--- src/rtl/display_serializer.sv ---
// Serialises a NUM_DIGITS x SEG_BITS segment frame to a daisy-chained shift-register/latch,
// with one queued frame slot, per-digit blanking and optional inversion.
module display_serializer #(
    parameter int unsigned NUM_DIGITS   = 6,
    parameter int unsigned SEG_BITS     = 7,
    parameter int unsigned SCLK_DIV     = 2,
    parameter int unsigned MSB_FIRST    = 1,
    parameter int unsigned LATCH_CYCLES = 1
) (
    input  logic                           clk_i,
    input  logic                           rst_i,
    input  logic                           start_i,
    input  logic [NUM_DIGITS*SEG_BITS-1:0] data_i,
    input  logic [NUM_DIGITS-1:0]          blank_i,
    input  logic                           invert_i,
    output logic                           sclk_o,
    output logic                           data_o,
    output logic                           latch_o,
    output logic                           busy_o,
    output logic                           done_o,
    output logic                           overrun_o
);

    localparam int unsigned W       = NUM_DIGITS * SEG_BITS;
    localparam int unsigned CNT_W   = $clog2(W + 1);
    localparam int unsigned DIV_MAX = (SCLK_DIV > LATCH_CYCLES) ? SCLK_DIV : LATCH_CYCLES;
    localparam int unsigned DIV_W   = (DIV_MAX > 1) ? $clog2(DIV_MAX) : 1;

    localparam logic [1:0] ST_IDLE  = 2'd0;
    localparam logic [1:0] ST_LOW   = 2'd1;
    localparam logic [1:0] ST_HIGH  = 2'd2;
    localparam logic [1:0] ST_LATCH = 2'd3;

    localparam logic [DIV_W-1:0] DIV_LAST = DIV_W'(SCLK_DIV - 1);
    localparam logic [DIV_W-1:0] LAT_LAST = DIV_W'(LATCH_CYCLES - 1);

    logic [1:0]       state_q, state_d;
    logic [DIV_W-1:0] div_q,   div_d;
    logic [CNT_W-1:0] cnt_q,   cnt_d;
    logic [W-1:0]     sr_q,    sr_d;
    logic             pend_q,  pend_d;
    logic [W-1:0]     pbuf_q,  pbuf_d;
    logic             sclk_q,  sclk_d;
    logic             data_q,  data_d;
    logic             latch_q, latch_d;
    logic             busy_q,  busy_d;
    logic             done_q,  done_d;

    logic [W-1:0]     blank_mask;
    logic [W-1:0]     formed;
    logic [W-1:0]     sr_shift;

    // Expand the per-digit blank mask to segment bits.
    for (genvar d = 0; d < NUM_DIGITS; d++) begin : g_blank
        assign blank_mask[d*SEG_BITS +: SEG_BITS] = {SEG_BITS{blank_i[d]}};
    end

    assign formed   = (data_i & ~blank_mask) ^ {W{invert_i}};
    assign sr_shift = (MSB_FIRST != 0) ? (sr_q << 1) : (sr_q >> 1);

    always_comb begin
        state_d = state_q;
        div_d   = div_q;
        cnt_d   = cnt_q;
        sr_d    = sr_q;
        pend_d  = pend_q;
        pbuf_d  = pbuf_q;
        done_d  = 1'b0;

        case (state_q)
            ST_IDLE: begin
                // A pending frame takes priority; a coincident start refills the slot.
                if (pend_q) begin
                    sr_d    = pbuf_q;
                    cnt_d   = CNT_W'(W);
                    div_d   = '0;
                    state_d = ST_LOW;
                    pend_d  = start_i;
                    if (start_i) begin
                        pbuf_d = formed;
                    end
                end else if (start_i) begin
                    sr_d    = formed;
                    cnt_d   = CNT_W'(W);
                    div_d   = '0;
                    state_d = ST_LOW;
                end
            end
            ST_LOW: begin
                if (div_q == DIV_LAST) begin
                    div_d   = '0;
                    state_d = ST_HIGH;
                end else begin
                    div_d = div_q + DIV_W'(1);
                end
            end
            ST_HIGH: begin
                if (div_q == DIV_LAST) begin
                    div_d   = '0;
                    sr_d    = sr_shift;
                    cnt_d   = cnt_q - CNT_W'(1);
                    state_d = (cnt_q == CNT_W'(1)) ? ST_LATCH : ST_LOW;
                end else begin
                    div_d = div_q + DIV_W'(1);
                end
            end
            ST_LATCH: begin
                if (div_q == LAT_LAST) begin
                    div_d   = '0;
                    state_d = ST_IDLE;
                    done_d  = 1'b1;
                end else begin
                    div_d = div_q + DIV_W'(1);
                end
            end
            default: begin
                state_d = ST_IDLE;
            end
        endcase

        if ((state_q != ST_IDLE) && start_i) begin
            pend_d = 1'b1;
            pbuf_d = formed;
        end

        // Outputs are registered from the next state so they line up with it.
        sclk_d  = (state_d == ST_HIGH);
        latch_d = (state_d == ST_LATCH);
        busy_d  = (state_d != ST_IDLE);
        if ((state_d == ST_LOW) || (state_d == ST_HIGH)) begin
            data_d = (MSB_FIRST != 0) ? sr_d[W-1] : sr_d[0];
        end else begin
            data_d = 1'b0;
        end
    end

    always_ff @(posedge clk_i or posedge rst_i) begin
        if (rst_i) begin
            state_q <= ST_IDLE;
            div_q   <= '0;
            cnt_q   <= '0;
            sr_q    <= '0;
            pend_q  <= 1'b0;
            pbuf_q  <= '0;
            sclk_q  <= 1'b0;
            data_q  <= 1'b0;
            latch_q <= 1'b0;
            busy_q  <= 1'b0;
            done_q  <= 1'b0;
        end else begin
            state_q <= state_d;
            div_q   <= div_d;
            cnt_q   <= cnt_d;
            sr_q    <= sr_d;
            pend_q  <= pend_d;
            pbuf_q  <= pbuf_d;
            sclk_q  <= sclk_d;
            data_q  <= data_d;
            latch_q <= latch_d;
            busy_q  <= busy_d;
            done_q  <= done_d;
        end
    end

    assign sclk_o    = sclk_q;
    assign data_o    = data_q;
    assign latch_o   = latch_q;
    assign busy_o    = busy_q;
    assign done_o    = done_q;
    // Overrun must flag in the same cycle the queued frame is overwritten.
    assign overrun_o = start_i & busy_q & pend_q;

endmodule

--- config.mk ---
export PLATFORM = sky130hd
export DESIGN_NAME = display_serializer
export DESIGN_NICKNAME = d
export VERILOG_FILES = /design/src/rtl/display_serializer.sv
export SDC_FILE = /design/constraint.sdc
export NUM_CORES = 1
export LEC_CHECK = 0
export CAP_MARGIN = 20
export CORE_ASPECT_RATIO = 0.5
export CORE_MARGIN = 5
export CORE_UTILIZATION = 45
export CTS_CLUSTER_SIZE = 12
export DETAILED_ROUTE_END_ITERATION = 16
export DONT_BUFFER_PORTS = 1
export GPL_TIMING_DRIVEN = 0
export HOLD_SLACK_MARGIN = 0.03
export PLACE_DENSITY = 0.64
export SLEW_MARGIN = 20
export SYNTH_ARGS = -nofsm -noshare
export SYNTH_HDL_FRONTEND = slang
export SYNTH_SLANG_ARGS = --single-unit
export TNS_END_PERCENT = 100
--- constraint.sdc ---
create_clock -name clk_i -period 5.1 [get_ports clk_i]
set_input_delay 0.51 -clock clk_i [delete_from_list [all_inputs] [get_ports clk_i]]
set_output_delay 0.51 -clock clk_i [all_outputs]
set_load 0.01 [all_outputs]
==> results of run 1 <==
[worst max-delay path, cell delays in order, from the launching register on]
cell and delay [ps]:
sky130_fd_sc_hd__dfrtp_1 400, sky130_fd_sc_hd__inv_1 110, sky130_fd_sc_hd__ha_1 200, sky130_fd_sc_hd__clkbuf_1 340, sky130_fd_sc_hd__nor2b_1 380, sky130_fd_sc_hd__nand2b_1 250, sky130_fd_sc_hd__buf_2 280, sky130_fd_sc_hd__o2bb2ai_1 110
sky130_fd_sc_hd__a221o_1 270
[path summary, 6_finish.rpt]
path	startpoint	to	depth (start not counted)	slack, ps
max reg2reg	state_q[0]$_DFF_PP0_	sr_q[33]$_DFFE_PP0P_	8	2630
min reg2reg	pbuf_q[40]$_DFFE_PP0P_	sr_q[40]$_DFFE_PP0P_	1	500
max in group asynchronous	rst_i	cnt_q[3]$_DFFE_PP0P_	2	4450
max	state_q[0]$_DFF_PP0_	sr_q[33]$_DFFE_PP0P_	8	2630
min in group clk_i	start_i	div_q$_DFFE_PP0P_	3	370
min	rst_i	sr_q[29]$_DFFE_PP0P_	1	20
[flip-flops by register name, indices dropped and copies added, names as in the netlist]
| register | count |
|---|---|
| done_o | 1 |
| cnt_q | 6 |
| sclk_o | 1 |
| busy_o | 1 |
| data_o | 1 |
| sr_q | 42 |
| state_q | 2 |
| pend_q | 1 |
| pbuf_q | 42 |
| div_q | 1 |
| latch_o | 1 |
[cell type report]
type	count	area [µm²]	share of cell area, %
Multi-Input combinational cell	321	2261	41.24
Clock buffer	11	242.7	4.427
Timing Repair Buffer	1	27.53	0.5021
Buffer	36	193.9	3.537
Inverter	9	38.79	0.7074
Tap cell	145	181.4	3.309
Clock inverter	5	60.06	1.095
Sequential cell	99	2477	45.18
[stage by stage]
step	utilization, %	power [mW]	cell area (µm²)	instances
4_1_cts	50.40	3.187	5483	627
3_5_place_dp	47.62	2.480	5180	611
3_3_place_gp	47.32	2.442	5147	610
6_report	50.40	3.162	5483	627
2_1_floorplan	-	2.181	4966	465
5_1_grt	50.40	3.387	5483	627
[cell families after synthesis]
logic type / after synthesis
AND/OR/NAND/NOR: 124
adder cells (fa/ha/maj): 9
AO/OA/AOI/OAI: 138
buffers and inverters: 45
multiplexers: 4
XOR/XNOR: 46
flip-flops: 99
[where the power goes]
part / leakage (nW) / internal [mW] / switching (mW) / total, mW
logic: 0.843 / 0.491 / 0.611 / 1.10
registers: 1.16 / 1.15 / 0.215 / 1.36
clock network: 0.146 / 0.396 / 0.301 / 0.697
[routing by layer]
layer / vias to the layer above / global-route usage [%]
met3: 14 / 5.252
met2: 72 / 26.30
met1: 1814 / 26.62
met4: 0 / 5.031
li1: 1691 / -
met5: - / 0
[layout by cell type, fill, tap and decap left out, types with 2 or more instances in the layout]
master / count
sky130_fd_sc_hd__nand2b_1: 4
sky130_fd_sc_hd__inv_6: 2
sky130_fd_sc_hd__nand2_1: 8
sky130_fd_sc_hd__clkbuf_16: 9
sky130_fd_sc_hd__buf_1: 4
sky130_fd_sc_hd__nand3_1: 5
sky130_fd_sc_hd__a221o_1: 40
sky130_fd_sc_hd__and2_1: 2
sky130_fd_sc_hd__nor3_1: 2
sky130_fd_sc_hd__o21ai_0: 7
sky130_fd_sc_hd__nand4_1: 2
sky130_fd_sc_hd__a31oi_1: 2
sky130_fd_sc_hd__mux2_2: 2
sky130_fd_sc_hd__buf_6: 7
sky130_fd_sc_hd__xor2_1: 4
sky130_fd_sc_hd__clkbuf_1: 21
sky130_fd_sc_hd__mux2i_1: 2
sky130_fd_sc_hd__o2bb2ai_1: 39
sky130_fd_sc_hd__dfrtp_1: 99
sky130_fd_sc_hd__ha_1: 9
sky130_fd_sc_hd__nor2b_1: 45
sky130_fd_sc_hd__inv_1: 8
sky130_fd_sc_hd__nand4b_1: 2
sky130_fd_sc_hd__xnor2_1: 42
sky130_fd_sc_hd__a22oi_1: 3
sky130_fd_sc_hd__a21oi_1: 41
sky130_fd_sc_hd__buf_2: 5
sky130_fd_sc_hd__nor2_1: 50
==> results.ini, run 1 <==
[sta]
timing.setup.tns_ps=0
final-max-slew-violation-count=0
setup_ws_ps=2625
hold_viol=0
layout_worst_path_cycle_share_pct=48.53
clock-skew-final_ps=6.744
rsz0062_at_grt=no
period_minus_slack_ps=2475
slew_headroom_pct=47.06
worstMarginPinSlew_ps=794.1
maxClockFrequency_mhz=404.1
setup_viol=0
holdWs_ps=21.77

[clock_tree]
worst_skew_pair.late_latency_ps=350
clock_tree.root_cell=sky130_fd_sc_hd__clkbuf_16
cts_inserted_buffers=9
cts_num_sinks=99
cts_max_path_buffers=2
postCtsSetupRepairBufs=0
post_cts.resized_instances=0
cts_htree_levels=3
post_cts_hold_buffer_count=0
clock_pin_slew_worst_setup_and_hold_paths_ps=70
cts_tree=built

[synth]
yosys-mux-area-fraction_pct=0.8566
yosys.area_share.xor_xnor_pct=8.113
synth_top_area_share_pct=49.89
postSynthNetCount=526
count_of_flip_flops_with_a_built_in_enable_after_synthesis=0
postSynthRegisterBits=99
yosysWarningCount=0
yosys.area_share.adder_pct=2.268
synthSimpleGateAreaFrac_pct=12.82
dominant_combinational_cell_family_by_area_after_synthesis=compound AO/OA/AOI/OAI gates
synth_flop_cell=sky130_fd_sc_hd__dfrtp_1
synth_top_cells_by_count=sky130_fd_sc_hd__dfrtp_1, sky130_fd_sc_hd__nor2_1, sky130_fd_sc_hd__nor2b_1
most_frequent_cell_after_synthesis=sky130_fd_sc_hd__dfrtp_1
post_synth_main_area_contributors=sky130_fd_sc_hd__dfrtp_1, sky130_fd_sc_hd__a221o_1, sky130_fd_sc_hd__xnor2_1
syn-mean-instance-area_um2=10.68
distinct_cells_synth=36
asyncSetResetFlopFracSynth_pct=100.0
synth-compound-area-share_pct=21.47
synth_area_um2=4966
synth_sequential_area_ratio_pct=49.89
synthesis.instances=465
post-synth-top-area-cell=sky130_fd_sc_hd__dfrtp_1

[global_route]
grtUsageTotal_pct=18.18
grt_antenna_before_repair=0
grt_first_pass_wirelength_mm=19.29
maximum_number_of_pins_on_one_net_before_global_route_repair=59
first_global_vias=3706
aggregate_global_routing_overflow=0

[pwr]
worst_ir_drop_vdd_mv=0.2068
power.density_cell_area_nw_per_um2=576.7
leakage_nw=2.151

[placement]
place.port_buffers=0
hpwlAfterDp_mm=7.708
gp_congestion=0.7680
preCtsSetupSlack_ps=2663

[status]
outcome=finished clean

[route]
drt-total-wl_mm=11.29
drt-wirelength-per-cell_um=18.01
met2_length_mm=4.984
drt-met1-wl_mm=5.638
vias=3591
detailroute.wirelength.met3_um=529
highest-signal-layer=met4
via_per_inst=5.727
drc=0
initial_detailed_routing_violation_count=313
detailedRoute.firstPassIterationCount=4
drt.antenna.violating_nets=0

[final_layout]
drive_above_1_share_pct=6.639
nFillCells=992
area.growth.synth_to_final_pct=10.41
nNetsFinal=538
antenna-diode-count=0

[critical_path]
startpoint_type=flip-flop
worstSetupEndpointType=flip-flop
worst_endpoint_data_arrival_time_ps=2700
timing.setup.critical_path_class=reg -> reg
timing.critical_path.required_ps=5330
path_max_fanout=10

[flow_run]
max-cap-violations=0

[floorplanning]
fp.coreArea_um2=10880
die_height_um=84.28
start_util_pct=45.65
die_area_um2=13360
die_wd_um=158.6
top_level_ports=58
fp-row-count=27

[min_path]
hp-class=in -> async

(Power assumes the default switching activity.)
==> run 2: changes to the inputs <==
Clock period 5.1 ns to 2.35 ns, I/O delays scaled along.
==> run 2 against run 1 <==
Compared with the run above: sequential power grew 120%; global-route usage shrank 0.74 points; register-to-register slack lost 2500 ps; wire length shrank 0.81%; fmax grew 11%; design area grew 1.3%; flip-flop and latch count is the same; cell count grew 0.48%; die area is the same.
==> results.ini, run 2 (synthesis gave the netlist of run 1 again) <==
[global_route]
maximum_number_of_pins_on_one_net_before_global_route_repair=33  ; was 59
aggregate_global_routing_overflow=0  ; unchanged
grtUsageTotal_pct=17.44  ; was 18.18%
first_global_vias=3630  ; was 3706
grt_antenna_before_repair=0  ; unchanged
grt_first_pass_wirelength_mm=18.64  ; was 19.29 mm

[critical_path]
timing.setup.critical_path_class=reg -> reg  ; unchanged
timing.critical_path.required_ps=2580  ; was 5330 ps
r2r_setup_slack_ps=120  ; was 2630 ps
number_of_cell_instances_on_the_worst_register_to_register_path=9  ; was 8
worst_endpoint_data_arrival_time_ps=2460  ; was 2700 ps
reg2reg_to=sr_q[17]$_DFFE_PP0P_  ; was sr_q[33]$_DFFE_PP0P_
worstReg2RegStart=state_q[0]$_DFF_PP0_  ; unchanged
path_max_fanout=10  ; unchanged
startpoint_type=flip-flop  ; unchanged
worstSetupEndpointType=flip-flop  ; unchanged

[clock_tree]
cts_inserted_buffers=9  ; unchanged
cts_htree_levels=3  ; unchanged
cts_max_path_buffers=2  ; unchanged
cts_num_sinks=99  ; unchanged
cts_tree=built  ; unchanged
postCtsSetupRepairBufs=0  ; unchanged
worst_skew_pair.late_latency_ps=350  ; about the same
clock_tree.root_cell=sky130_fd_sc_hd__clkbuf_16  ; unchanged
clock_pin_slew_worst_setup_and_hold_paths_ps=70  ; about the same

[min_path]
hp-class=in -> reg  ; was in -> async
min_delay_path_depth=3
hold_end=div_q$_DFFE_PP0P_
worstHoldStart=start_i

[floorplanning]
die_area_um2=13360  ; unchanged
fp-row-count=27  ; unchanged
die_height_um=84.28  ; unchanged
start_util_pct=45.65  ; unchanged
die_wd_um=158.6  ; unchanged
top_level_ports=58  ; unchanged
fp.coreArea_um2=10880  ; unchanged

[pwr]
worst_ir_drop_vdd_mv=0.4556  ; was 0.2068 mV
power.density_cell_area_nw_per_um2=1242  ; was 576.7 nW/µm²
leakage_nw=2.210  ; was 2.151 nW

[final_layout]
nNetsFinal=541  ; was 538
final_cell_count_no_fill=630  ; was 627
drive_above_1_share_pct=10.31  ; was 6.639%
antenna-diode-count=0  ; unchanged
biggestRegsByFlops=pbuf_q (42), sr_q (42), cnt_q (6)  ; unchanged
final-seq-area_um2=2477  ; unchanged
multiInputGateArea_um2=2272  ; was 2261 µm²
design_area_um2=5555  ; was 5483 µm²
nFillCells=977  ; was 992
area.growth.synth_to_final_pct=11.87  ; was 10.41%
mostFrequentLayoutCells=sky130_fd_sc_hd__dfrtp_1, sky130_fd_sc_hd__nor2_1, sky130_fd_sc_hd__nor2b_1, sky130_fd_sc_hd__xnor2_1, sky130_fd_sc_hd__a21oi_1  ; unchanged
most_common_library_cell_in_the_layout_ignoring_fill_and_taps=sky130_fd_sc_hd__dfrtp_1  ; unchanged

[sta]
hold_viol=0  ; unchanged
worstMarginPinSlew_ps=774.5  ; was 794.1 ps
clock-skew-final_ps=7.024  ; was 6.744 ps
layout_worst_path_cycle_share_pct=94.82  ; was 48.53%
setup_viol=0  ; unchanged
maxClockFrequency_mhz=448.8  ; was 404.1 MHz
slew_headroom_pct=48.37  ; was 47.06%
final-max-slew-violation-count=0  ; unchanged
period_minus_slack_ps=2228  ; was 2475 ps

[placement]
hpwlAfterDp_mm=7.776  ; was 7.708 mm
numPlacedInstances=613  ; was 611
gp_congestion=0.7702  ; was 0.7680
place.port_buffers=0  ; unchanged
dpl-instance-area_um2=5219  ; was 5180 µm²

[route]
via_per_inst=5.744  ; was 5.727
initial_detailed_routing_violation_count=215  ; was 313
drt-wirelength-per-cell_um=17.78  ; was 18.01 µm
drt.antenna.violating_nets=0  ; unchanged
drc=0  ; unchanged
vias=3619  ; was 3591
drt-total-wl_mm=11.20  ; was 11.29 mm
detailedRoute.firstPassIterationCount=5  ; was 4

[flow_run]
max-cap-violations=0  ; unchanged

[status]
outcome=finished clean  ; unchanged

-- run 2: cell types whose count changed in the layout (fill, tap and decap cells not counted), sizes merged --
cell and delta:
clkinvlp +1, dlygate4sd3 +1, clkinv +1, clkbuf +1
inv -1
-- run 2: how the worst max path moves through the flow --
stage,depth (start not counted),endpoint,startpoint
3_3_place_gp,8,sr_q[33]$_DFFE_PP0P_,state_q[0]$_DFF_PP0_
5_1_grt,7,sr_q[2]$_DFFE_PP0P_,state_q[0]$_DFF_PP0_
4_1_cts,8,sr_q[40]$_DFFE_PP0P_,state_q[0]$_DFF_PP0_
6_report,9,sr_q[17]$_DFFE_PP0P_,state_q[0]$_DFF_PP0_
3_5_place_dp,8,sr_q[4]$_DFFE_PP0P_,state_q[0]$_DFF_PP0_
2_1_floorplan,9,sr_q[21]$_DFFE_PP0P_,state_q[0]$_DFF_PP0_
-- run 2: power breakdown --
| part | total [mW] | internal (mW) | switching [mW] |
|---|---|---|---|
| registers | 2.96 | 2.49 | 0.470 |
| clock network | 1.48 | 0.828 | 0.652 |
| logic | 2.46 | 1.11 | 1.35 |
| total | 6.90 | 4.43 | 2.47 |
-- run 2: stage by stage --
| step | utilization, % | hold slack (ps) | setup WS [ps] | setup TNS, ps | power, mW |
|---|---|---|---|---|---|
| finish | 51.07 | 97.50 | 121.7 | 0 | 6.899 |
| floorplan | - | 424.4 | 320.6 | 0 | 4.733 |
| global placement | 47.35 | 446.6 | -103.1 | -3017 | 5.306 |
| detailed placement | 47.98 | 206.5 | -77.42 | -2194 | 5.393 |
| CTS | 50.81 | 90.41 | 30.22 | 0 | 6.901 |
| global route | 51.07 | 134.7 | -2.744 | -3.409 | 7.350 |
-- run 2: worst max-delay path: stages (launching register included) --
cell and delay, ps:
sky130_fd_sc_hd__dfrtp_1 400, sky130_fd_sc_hd__inv_1 120, sky130_fd_sc_hd__ha_1 230, sky130_fd_sc_hd__or3b_1 380, sky130_fd_sc_hd__buf_6 140, sky130_fd_sc_hd__and3_4 170
sky130_fd_sc_hd__buf_6 130, sky130_fd_sc_hd__buf_6 140, sky130_fd_sc_hd__o2bb2ai_1 130, sky130_fd_sc_hd__a221o_1 270
-- run 2: area by class of cell --
| class | count | share of cell area (%) |
|---|---|---|
| clock inverters | 6 | 1.171 |
| multi-input cells | 321 | 40.90 |
| repair buffers | 4 | 1.396 |
| flip-flops and latches | 99 | 44.59 |
| well taps | 145 | 3.266 |
| clock buffers | 10 | 4.122 |
| plain buffers | 36 | 3.874 |
| inverters | 9 | 0.6757 |
-- run 2: repair_timing --
action,in CTS,in global routing
cloned,0,0
endpoints found under the hold margin,24,0
setup endpoints to repair,41,79
hold buffers,1,0
gates resized for setup,3,25
-- run 2: layer usage --
layer  vias up  share of wire (%)  track usage (%)  routed length (µm)
li1       1693                  -                -                   -
met1      1811                 49            26.39                5473
met2       100                 44            25.23                4971
met3        15                5.4            3.965                 601
met4         0                1.4            4.412                 153
met5         -                  0                0                   0
